**config.mk**
```make
export PLATFORM = sky130hd
export DESIGN_NAME = bus_port_endpoint
export DESIGN_NICKNAME = d
export VERILOG_FILES = /design/src/rtl/bus_port_endpoint.sv
export SDC_FILE = /design/constraint.sdc
export NUM_CORES = 1
export LEC_CHECK = 0
export CORE_ASPECT_RATIO = 0.75
export CORE_UTILIZATION = 50
export DETAILED_ROUTE_END_ITERATION = 16
export PLACE_DENSITY = 0.84
export SLEW_MARGIN = 20
export SYNTH_ARGS = -nofsm -noshare
export SYNTH_HDL_FRONTEND = slang
export SYNTH_SLANG_ARGS = --single-unit
```
**constraint.sdc**
```tcl
create_clock -name clk -period 3.4 [get_ports clk]
set_input_delay 0.34 -clock clk [delete_from_list [all_inputs] [get_ports clk]]
set_output_delay 0.34 -clock clk [all_outputs]
set_load 0.01 [all_outputs]
```
**src/rtl/bus_port_endpoint.sv**
```systemverilog
// bus_port_endpoint
//   Device end of one arbiter port. Host packets are queued in a TX FIFO and
//   offered to the bus through the pndng/pop handshake. Bus packets arriving
//   on push are filtered by destination ID and queued in an RX FIFO for the
//   host.
//
// Ports
//   clk, reset          : single clock; synchronous active-low reset
//   pndng, D_pop, pop   : bus side of the TX FIFO (first-word fall-through)
//   push, D_push        : bus side of the RX filter
//   tx_valid/tx_data/tx_ready : host write into the TX FIFO
//   rx_valid/rx_data/rx_ready : host read from the RX FIFO (fall-through)
//   tx_count, rx_count  : FIFO occupancies
//   rx_overflow         : sticky, candidate dropped because RX was full
//   tx_underflow        : sticky, pop seen with TX empty
//   misroute_cnt        : saturating count of foreign-ID packets dropped
//
// Handshake: a transfer happens on a rising edge where the offering side's
// valid (tx_valid / pndng / rx_valid) and the taking side's ready
// (tx_ready / pop / rx_ready) are both high. Full and empty are judged from
// the occupancy registered before the edge, so a read never frees space for
// a same-cycle write and a write never feeds a same-cycle read.
module bus_port_endpoint #(
   parameter int          PCKG_SZ   = 16,
   parameter int          DEPTH     = 8,
   parameter logic [7:0]  MY_ID     = 8'h00,
   parameter logic [7:0]  BROADCAST = 8'hFF,
   localparam int         PW        = $clog2(DEPTH),
   localparam int         CW        = PW + 1
) (
   input  logic               clk,
   input  logic               reset,
   output logic               pndng,
   output logic [PCKG_SZ-1:0] D_pop,
   input  logic               pop,
   input  logic               push,
   input  logic [PCKG_SZ-1:0] D_push,
   input  logic               tx_valid,
   input  logic [PCKG_SZ-1:0] tx_data,
   output logic               tx_ready,
   output logic               rx_valid,
   output logic [PCKG_SZ-1:0] rx_data,
   input  logic               rx_ready,
   output logic [CW-1:0]      tx_count,
   output logic [CW-1:0]      rx_count,
   output logic               rx_overflow,
   output logic               tx_underflow,
   output logic [7:0]         misroute_cnt
);

   logic [PCKG_SZ-1:0] tx_mem_q [DEPTH];
   logic [PCKG_SZ-1:0] rx_mem_q [DEPTH];

   logic [PW-1:0] tx_wr_ptr_q, tx_wr_ptr_d, tx_rd_ptr_q, tx_rd_ptr_d;
   logic [PW-1:0] rx_wr_ptr_q, rx_wr_ptr_d, rx_rd_ptr_q, rx_rd_ptr_d;
   logic [CW-1:0] tx_count_q, tx_count_d, rx_count_q, rx_count_d;
   logic          rx_overflow_q, rx_overflow_d;
   logic          tx_underflow_q, tx_underflow_d;
   logic [7:0]    misroute_cnt_q, misroute_cnt_d;

   logic       tx_full, tx_empty, rx_full, rx_empty;
   logic       tx_wr, tx_rd, rx_wr, rx_rd;
   logic [7:0] rx_id;
   logic       rx_match;

   always_comb begin
      tx_full  = (tx_count_q == CW'(DEPTH));
      tx_empty = (tx_count_q == '0);
      rx_full  = (rx_count_q == CW'(DEPTH));
      rx_empty = (rx_count_q == '0);

      tx_wr = tx_valid && !tx_full;
      tx_rd = pop && !tx_empty;

      rx_id    = D_push[PCKG_SZ-1 -: 8];
      rx_match = (rx_id == MY_ID) || (rx_id == BROADCAST);
      rx_wr    = push && rx_match && !rx_full;
      rx_rd    = rx_ready && !rx_empty;

      // DEPTH is a power of two, so plain pointer overflow gives the wrap.
      tx_wr_ptr_d = tx_wr ? tx_wr_ptr_q + PW'(1) : tx_wr_ptr_q;
      tx_rd_ptr_d = tx_rd ? tx_rd_ptr_q + PW'(1) : tx_rd_ptr_q;
      rx_wr_ptr_d = rx_wr ? rx_wr_ptr_q + PW'(1) : rx_wr_ptr_q;
      rx_rd_ptr_d = rx_rd ? rx_rd_ptr_q + PW'(1) : rx_rd_ptr_q;

      tx_count_d = tx_count_q;
      if (tx_wr && !tx_rd) tx_count_d = tx_count_q + CW'(1);
      if (!tx_wr && tx_rd) tx_count_d = tx_count_q - CW'(1);

      rx_count_d = rx_count_q;
      if (rx_wr && !rx_rd) rx_count_d = rx_count_q + CW'(1);
      if (!rx_wr && rx_rd) rx_count_d = rx_count_q - CW'(1);

      rx_overflow_d  = rx_overflow_q  | (push && rx_match && rx_full);
      tx_underflow_d = tx_underflow_q | (pop && tx_empty);

      misroute_cnt_d = misroute_cnt_q;
      if (push && !rx_match && (misroute_cnt_q != 8'hFF))
         misroute_cnt_d = misroute_cnt_q + 8'd1;
   end

   always_ff @(posedge clk) begin
      if (!reset) begin
         tx_wr_ptr_q    <= '0;
         tx_rd_ptr_q    <= '0;
         rx_wr_ptr_q    <= '0;
         rx_rd_ptr_q    <= '0;
         tx_count_q     <= '0;
         rx_count_q     <= '0;
         rx_overflow_q  <= 1'b0;
         tx_underflow_q <= 1'b0;
         misroute_cnt_q <= '0;
      end else begin
         tx_wr_ptr_q    <= tx_wr_ptr_d;
         tx_rd_ptr_q    <= tx_rd_ptr_d;
         rx_wr_ptr_q    <= rx_wr_ptr_d;
         rx_rd_ptr_q    <= rx_rd_ptr_d;
         tx_count_q     <= tx_count_d;
         rx_count_q     <= rx_count_d;
         rx_overflow_q  <= rx_overflow_d;
         tx_underflow_q <= tx_underflow_d;
         misroute_cnt_q <= misroute_cnt_d;
      end
   end

   // Storage is not reset; occupancy alone decides what is valid. Writes are
   // still blocked in the reset cycle so a strobe there leaves no trace.
   always_ff @(posedge clk) begin
      if (reset && tx_wr) tx_mem_q[tx_wr_ptr_q] <= tx_data;
      if (reset && rx_wr) rx_mem_q[rx_wr_ptr_q] <= D_push;
   end

   assign pndng        = !tx_empty;
   assign tx_ready     = !tx_full;
   assign D_pop        = tx_mem_q[tx_rd_ptr_q];
   assign rx_valid     = !rx_empty;
   assign rx_data      = rx_mem_q[rx_rd_ptr_q];
   assign tx_count     = tx_count_q;
   assign rx_count     = rx_count_q;
   assign rx_overflow  = rx_overflow_q;
   assign tx_underflow = tx_underflow_q;
   assign misroute_cnt = misroute_cnt_q;

endmodule

```
==> PnR_summary.wiki <==
{| class="wikitable"
! Metric !! Value
|-
| Distinct cell type count of the synthesized netlist || 51
|-
| Proportion of layout cells with a drive suffix above 1 || 0.252
|-
| Unrepaired setup endpoints after global routing || false
|-
| Transition time at the pin with the least slew margin || 0.877 ns
|-
| Worst Hold Class || input pin to flip-flop
|-
| Worst slack at placement || -0.149 ns
|-
| Number of I/O pins || 91
|-
| Max Cap Viol || 0
|-
| Minimum setup slack in the final design || 0.259 ns
|-
| Net Count, Synth || around 650
|-
| TritonCTS clock tree || done
|-
| Worst hold slack || 0.478 ns
|-
| GP Congestion || 0.822
|-
| Synth Instances || 596
|-
| Worst setup skew after layout || 0.00941 ns
|-
| Total CTS buffers || 28
|-
| Largest net degree at the start of global routing || 33
|-
| Switching power summed over all nets || roughly 1.9 mW
|-
| Main flop type after synthesis || sky130_fd_sc_hd__edfxtp_1
|-
| Portion of total power attributed to the clock network || 0.363
|-
| Reg clk slew, reported paths || 0.07 ns
|-
| Num rows || 47
|-
| Multi-input logic area || between 2000 and 3000 sq um
|-
| Post-route minimum period || between 3 and 4 ns
|-
| Reg2reg path depth || 11
|-
| Number of sinks handled by clock tree synthesis || 292
|-
| Post-CTS Hold Fix Bufs || 0
|-
| Crit path capture type || flip-flop
|-
| Antenna Diode Count || 0
|-
| Max Fclk || 0.318 GHz
|-
| Root buffer selected by CTS || sky130_fd_sc_hd__clkbuf_16
|-
| Number of nets in the finished design || approximately 770
|-
| Global-route wire length before repair || between 30000 and 40000 um
|-
| Std-Cell Core Area || 22300 sq um
|-
| Antenna viol nets, final || 0
|-
| Vias in the first global route || between 6000 and 7000
|-
| Maximum fanout encountered on the critical timing path || 7
|-
| Type of the worst setup path || input pin to flip-flop
|-
| Total Wirelength || 22500 um
|-
| Via density per instance || 5.80
|-
| Post-layout power || 8.21 mW
|-
| Initial Utilization || 0.514
|-
| Cell internal power dissipation || 6.35 mW
|-
| Worst hold path depth || 3
|-
| Number of design-rule violations left by the first detailed-router iteration || 552
|-
| CP required || 3.85 ns
|-
| Routed length per instance || 21.8 um
|-
| Power share of the combinational group || 0.143
|-
| Router iterations before antenna repair || 5
|-
| Buffers on Ports || 90
|-
| Total count of max-transition violations in the final report || 0
|-
| Die Span X || 177 um
|-
| Initial antenna violation count || 0
|-
| DRC errors left || 0
|-
| Setup violations, final || 0
|-
| Count of flip-flops with a built-in enable after synthesis || 256
|-
| Die height || 133 um
|-
| Static leakage power || 4.42 nW
|-
| Sequential Power Share || 0.493
|-
| Worst vdd ir || 0.395 mV
|-
| Netlist area before placement || about 11000 sq um
|-
| Fill cell instance count of the final layout || 1506
|-
| Period utilisation layout || 0.924
|-
| Max Root-Sink Buffers || 3
|-
| Layout overhead on the synthesized area || 20.2%
|-
| Synthesis-stage register bit count || 292
|-
| Switching share of total power || 0.227
|-
| Die Area || between 20000 and 25000 sq um
|-
| Post-synthesis area per instance || slightly below 20 sq um
|-
| Synth Warn # || 0
|-
| Clock latency on the worst-skew pair || ~0.53 ns
|-
| Async set-or-reset flop fraction in the synthesized netlist || 0
|-
| Sequential Area || ~8400 sq um
|-
| Half-perimeter wire length after detailed placement || 13300 um
|-
| PD cells || between 500 and 600 nW/um^2
|-
| Hold Fails Final Rpt || 0
|-
| Headroom to the max-slew limit || 0.415
|-
| Nature of the critical path startpoint || input pin
|-
| Proportion of synthesized chip area in sequential cells || 0.733
|-
| Worst endpoint data arrival time || 3.59 ns
|-
| Htree depth || 1
|-
| Total routing usage reported by global routing || 0.196
|-
| Routed via count || 5996
|-
| GRT Residual Overflow || 0
|-
| Outcome || completed
|}
## final cells by class
type	count	share of cell area
multi-input cells	264	0.212
inverters	12	0.00327
clock buffers	39	0.0553
clock inverters	11	0.00926
well taps	294	0.0267
flip-flops and latches	292	0.610
repair buffers	121	0.0831
## through the flow
step / instances / utilization / instance area, sq um / TNS, ns
5_1_grt: 1033 / 0.618 / 13800 / 0
2_1_floorplan: 596 / - / 11500 / 0
3_3_place_gp: 983 / 0.578 / 12900 / 0
3_5_place_dp: 983 / 0.578 / 12900 / -0.149
6_report: 1033 / 0.618 / 13800 / 0
4_1_cts: 1033 / 0.618 / 13800 / 0
## power by group through the flow
stage | sequential (mW) | combinational (mW) | clock [mW]
final | 4.05 | 1.17 | 2.98
after global routing | 4.06 | 1.27 | 3.17
after CTS | 4.05 | 1.19 | 3.04
after detailed placement | 4.12 | 1.17 | 0
after global placement | 4.11 | 1.13 | 0
after floorplan | 4.12 | 0.717 | 0
## per-layer routing
layer / vias up / wire [um] / track usage
met4: 0 / 303 / 0.0378
met5: - / 0 / 0
met1: 3135 / 9760 / 0.275
met2: 187 / 11300 / 0.325
met3: 26 / 1140 / 0.0340
li1: 2648 / - / -
## layout by cell type, fill, tap and decap left out, types with 4 or more instances in the layout
cell type and count:
sky130_fd_sc_hd__buf_4 30, sky130_fd_sc_hd__mux2_2 32, sky130_fd_sc_hd__xor2_1 7, sky130_fd_sc_hd__mux4_2 64
sky130_fd_sc_hd__nand2_1 20, sky130_fd_sc_hd__nor2_1 30, sky130_fd_sc_hd__inv_1 11, sky130_fd_sc_hd__nor3_1 4
sky130_fd_sc_hd__o21ai_0 5, sky130_fd_sc_hd__clkbuf_16 28, sky130_fd_sc_hd__nor3_2 4, sky130_fd_sc_hd__nand3_1 6
sky130_fd_sc_hd__or4_1 5, sky130_fd_sc_hd__dfxtp_1 34, sky130_fd_sc_hd__nand2b_1 7, sky130_fd_sc_hd__a21oi_1 17
sky130_fd_sc_hd__clkdlybuf4s50_1 90, sky130_fd_sc_hd__edfxtp_1 256, sky130_fd_sc_hd__clkbuf_1 9, sky130_fd_sc_hd__xnor2_1 4
sky130_fd_sc_hd__or3_1 4, sky130_fd_sc_hd__mux2i_1 6, sky130_fd_sc_hd__ha_1 10
## what timing repair did
action,CTS,global route
setup buffers,0,0
gates resized for setup,0,1
endpoints found under the setup margin,0,1
## cell families (layout without fill, tap and decap cells)
kind of cell / Yosys count / count (layout) / share of synthesized area
adder cells (fa/ha/maj): 11 / 11 / 0.0127
AND/OR/NAND/NOR: 102 / 102 / 0.0474
multiplexers: 102 / 102 / 0.162
buffers and inverters: 40 / 183 / 0.0152
AO/OA/AOI/OAI: 38 / 38 / 0.0207
XOR/XNOR: 11 / 11 / 0.00840
flip-flops: 292 / 292 / 0.733
## cell usage after synthesis, types with 2 or more instances
| cell | count | area, sq um |
|---|---|---|
| sky130_fd_sc_hd__ha_1 | 10 | 125 |
| sky130_fd_sc_hd__nand4_1 | 2 | 12.5 |
| sky130_fd_sc_hd__or4_1 | 5 | 37.5 |
| sky130_fd_sc_hd__a211oi_1 | 2 | 15.0 |
| sky130_fd_sc_hd__xnor2_1 | 4 | 35.0 |
| sky130_fd_sc_hd__inv_1 | 11 | 41.3 |
| sky130_fd_sc_hd__a31oi_1 | 3 | 18.8 |
| sky130_fd_sc_hd__o21ai_0 | 5 | 25.0 |
| sky130_fd_sc_hd__or3_1 | 4 | 25.0 |
| sky130_fd_sc_hd__clkbuf_1 | 17 | 63.8 |
| sky130_fd_sc_hd__buf_6 | 2 | 22.5 |
| sky130_fd_sc_hd__mux2i_1 | 6 | 60.1 |
| sky130_fd_sc_hd__edfxtp_1 | 256 | 7690 |
| sky130_fd_sc_hd__buf_1 | 2 | 7.51 |
| sky130_fd_sc_hd__nor4_1 | 4 | 25.0 |
| sky130_fd_sc_hd__xor2_1 | 7 | 61.3 |
| sky130_fd_sc_hd__nor2_1 | 30 | 113 |
| sky130_fd_sc_hd__o31ai_1 | 3 | 22.5 |
| sky130_fd_sc_hd__nand2b_1 | 7 | 43.8 |
| sky130_fd_sc_hd__nor4_2 | 2 | 25.0 |
| sky130_fd_sc_hd__nor4b_1 | 2 | 17.5 |
| sky130_fd_sc_hd__buf_2 | 7 | 35.0 |
| sky130_fd_sc_hd__nand2_1 | 20 | 75.1 |
| sky130_fd_sc_hd__dfxtp_1 | 36 | 721 |
| sky130_fd_sc_hd__nand3_1 | 6 | 30.0 |
| sky130_fd_sc_hd__a21oi_1 | 17 | 85.1 |
| sky130_fd_sc_hd__nor3_1 | 8 | 40.0 |
| sky130_fd_sc_hd__mux2_2 | 32 | 360 |
| sky130_fd_sc_hd__mux4_2 | 64 | 1440 |
## critical path, stage by stage
cell and delay, ns:
sky130_fd_sc_hd__clkdlybuf4s50_1 0.45, sky130_fd_sc_hd__nor4_1 0.43, sky130_fd_sc_hd__nand2_1 0.24, sky130_fd_sc_hd__a211o_1 0.37, sky130_fd_sc_hd__ha_1 0.28, sky130_fd_sc_hd__xor2_1 0.19
sky130_fd_sc_hd__ha_1 0.23, sky130_fd_sc_hd__nand2b_1 0.16, sky130_fd_sc_hd__a21oi_1 0.06, sky130_fd_sc_hd__o21bai_1 0.19, sky130_fd_sc_hd__a221oi_1 0.37, sky130_fd_sc_hd__mux2i_1 0.29
## flip-flops by register name, summed over array words and instances, names as in the netlist, named ones only
name / count
rx_wr_ptr_q: 3
tx_wr_ptr_q: 3
rx_rd_ptr_q: 3
rx_count: 4
tx_mem_q: 128
tx_underflow: 1
tx_rd_ptr_q: 3
misroute_cnt: 8
rx_overflow: 1
tx_count: 4
rx_mem_q: 128
## worst paths after layout
path                                               endpoint                        start  slack (ns)
worst min register to register  rx_wr_ptr_q[0]$_SDFFE_PN0P_  rx_wr_ptr_q[0]$_SDFFE_PN0P_        0.48
worst max-delay path               rx_count[2]$_SDFFE_PN0P_                   D_push[12]        0.26
worst min-delay path                tx_underflow$_SDFF_PN0_                          pop        0.48
worst max register to register     rx_count[2]$_SDFFE_PN0P_     rx_count[1]$_SDFFE_PN0P_        0.33
Power figures use the tool's default switching activity.
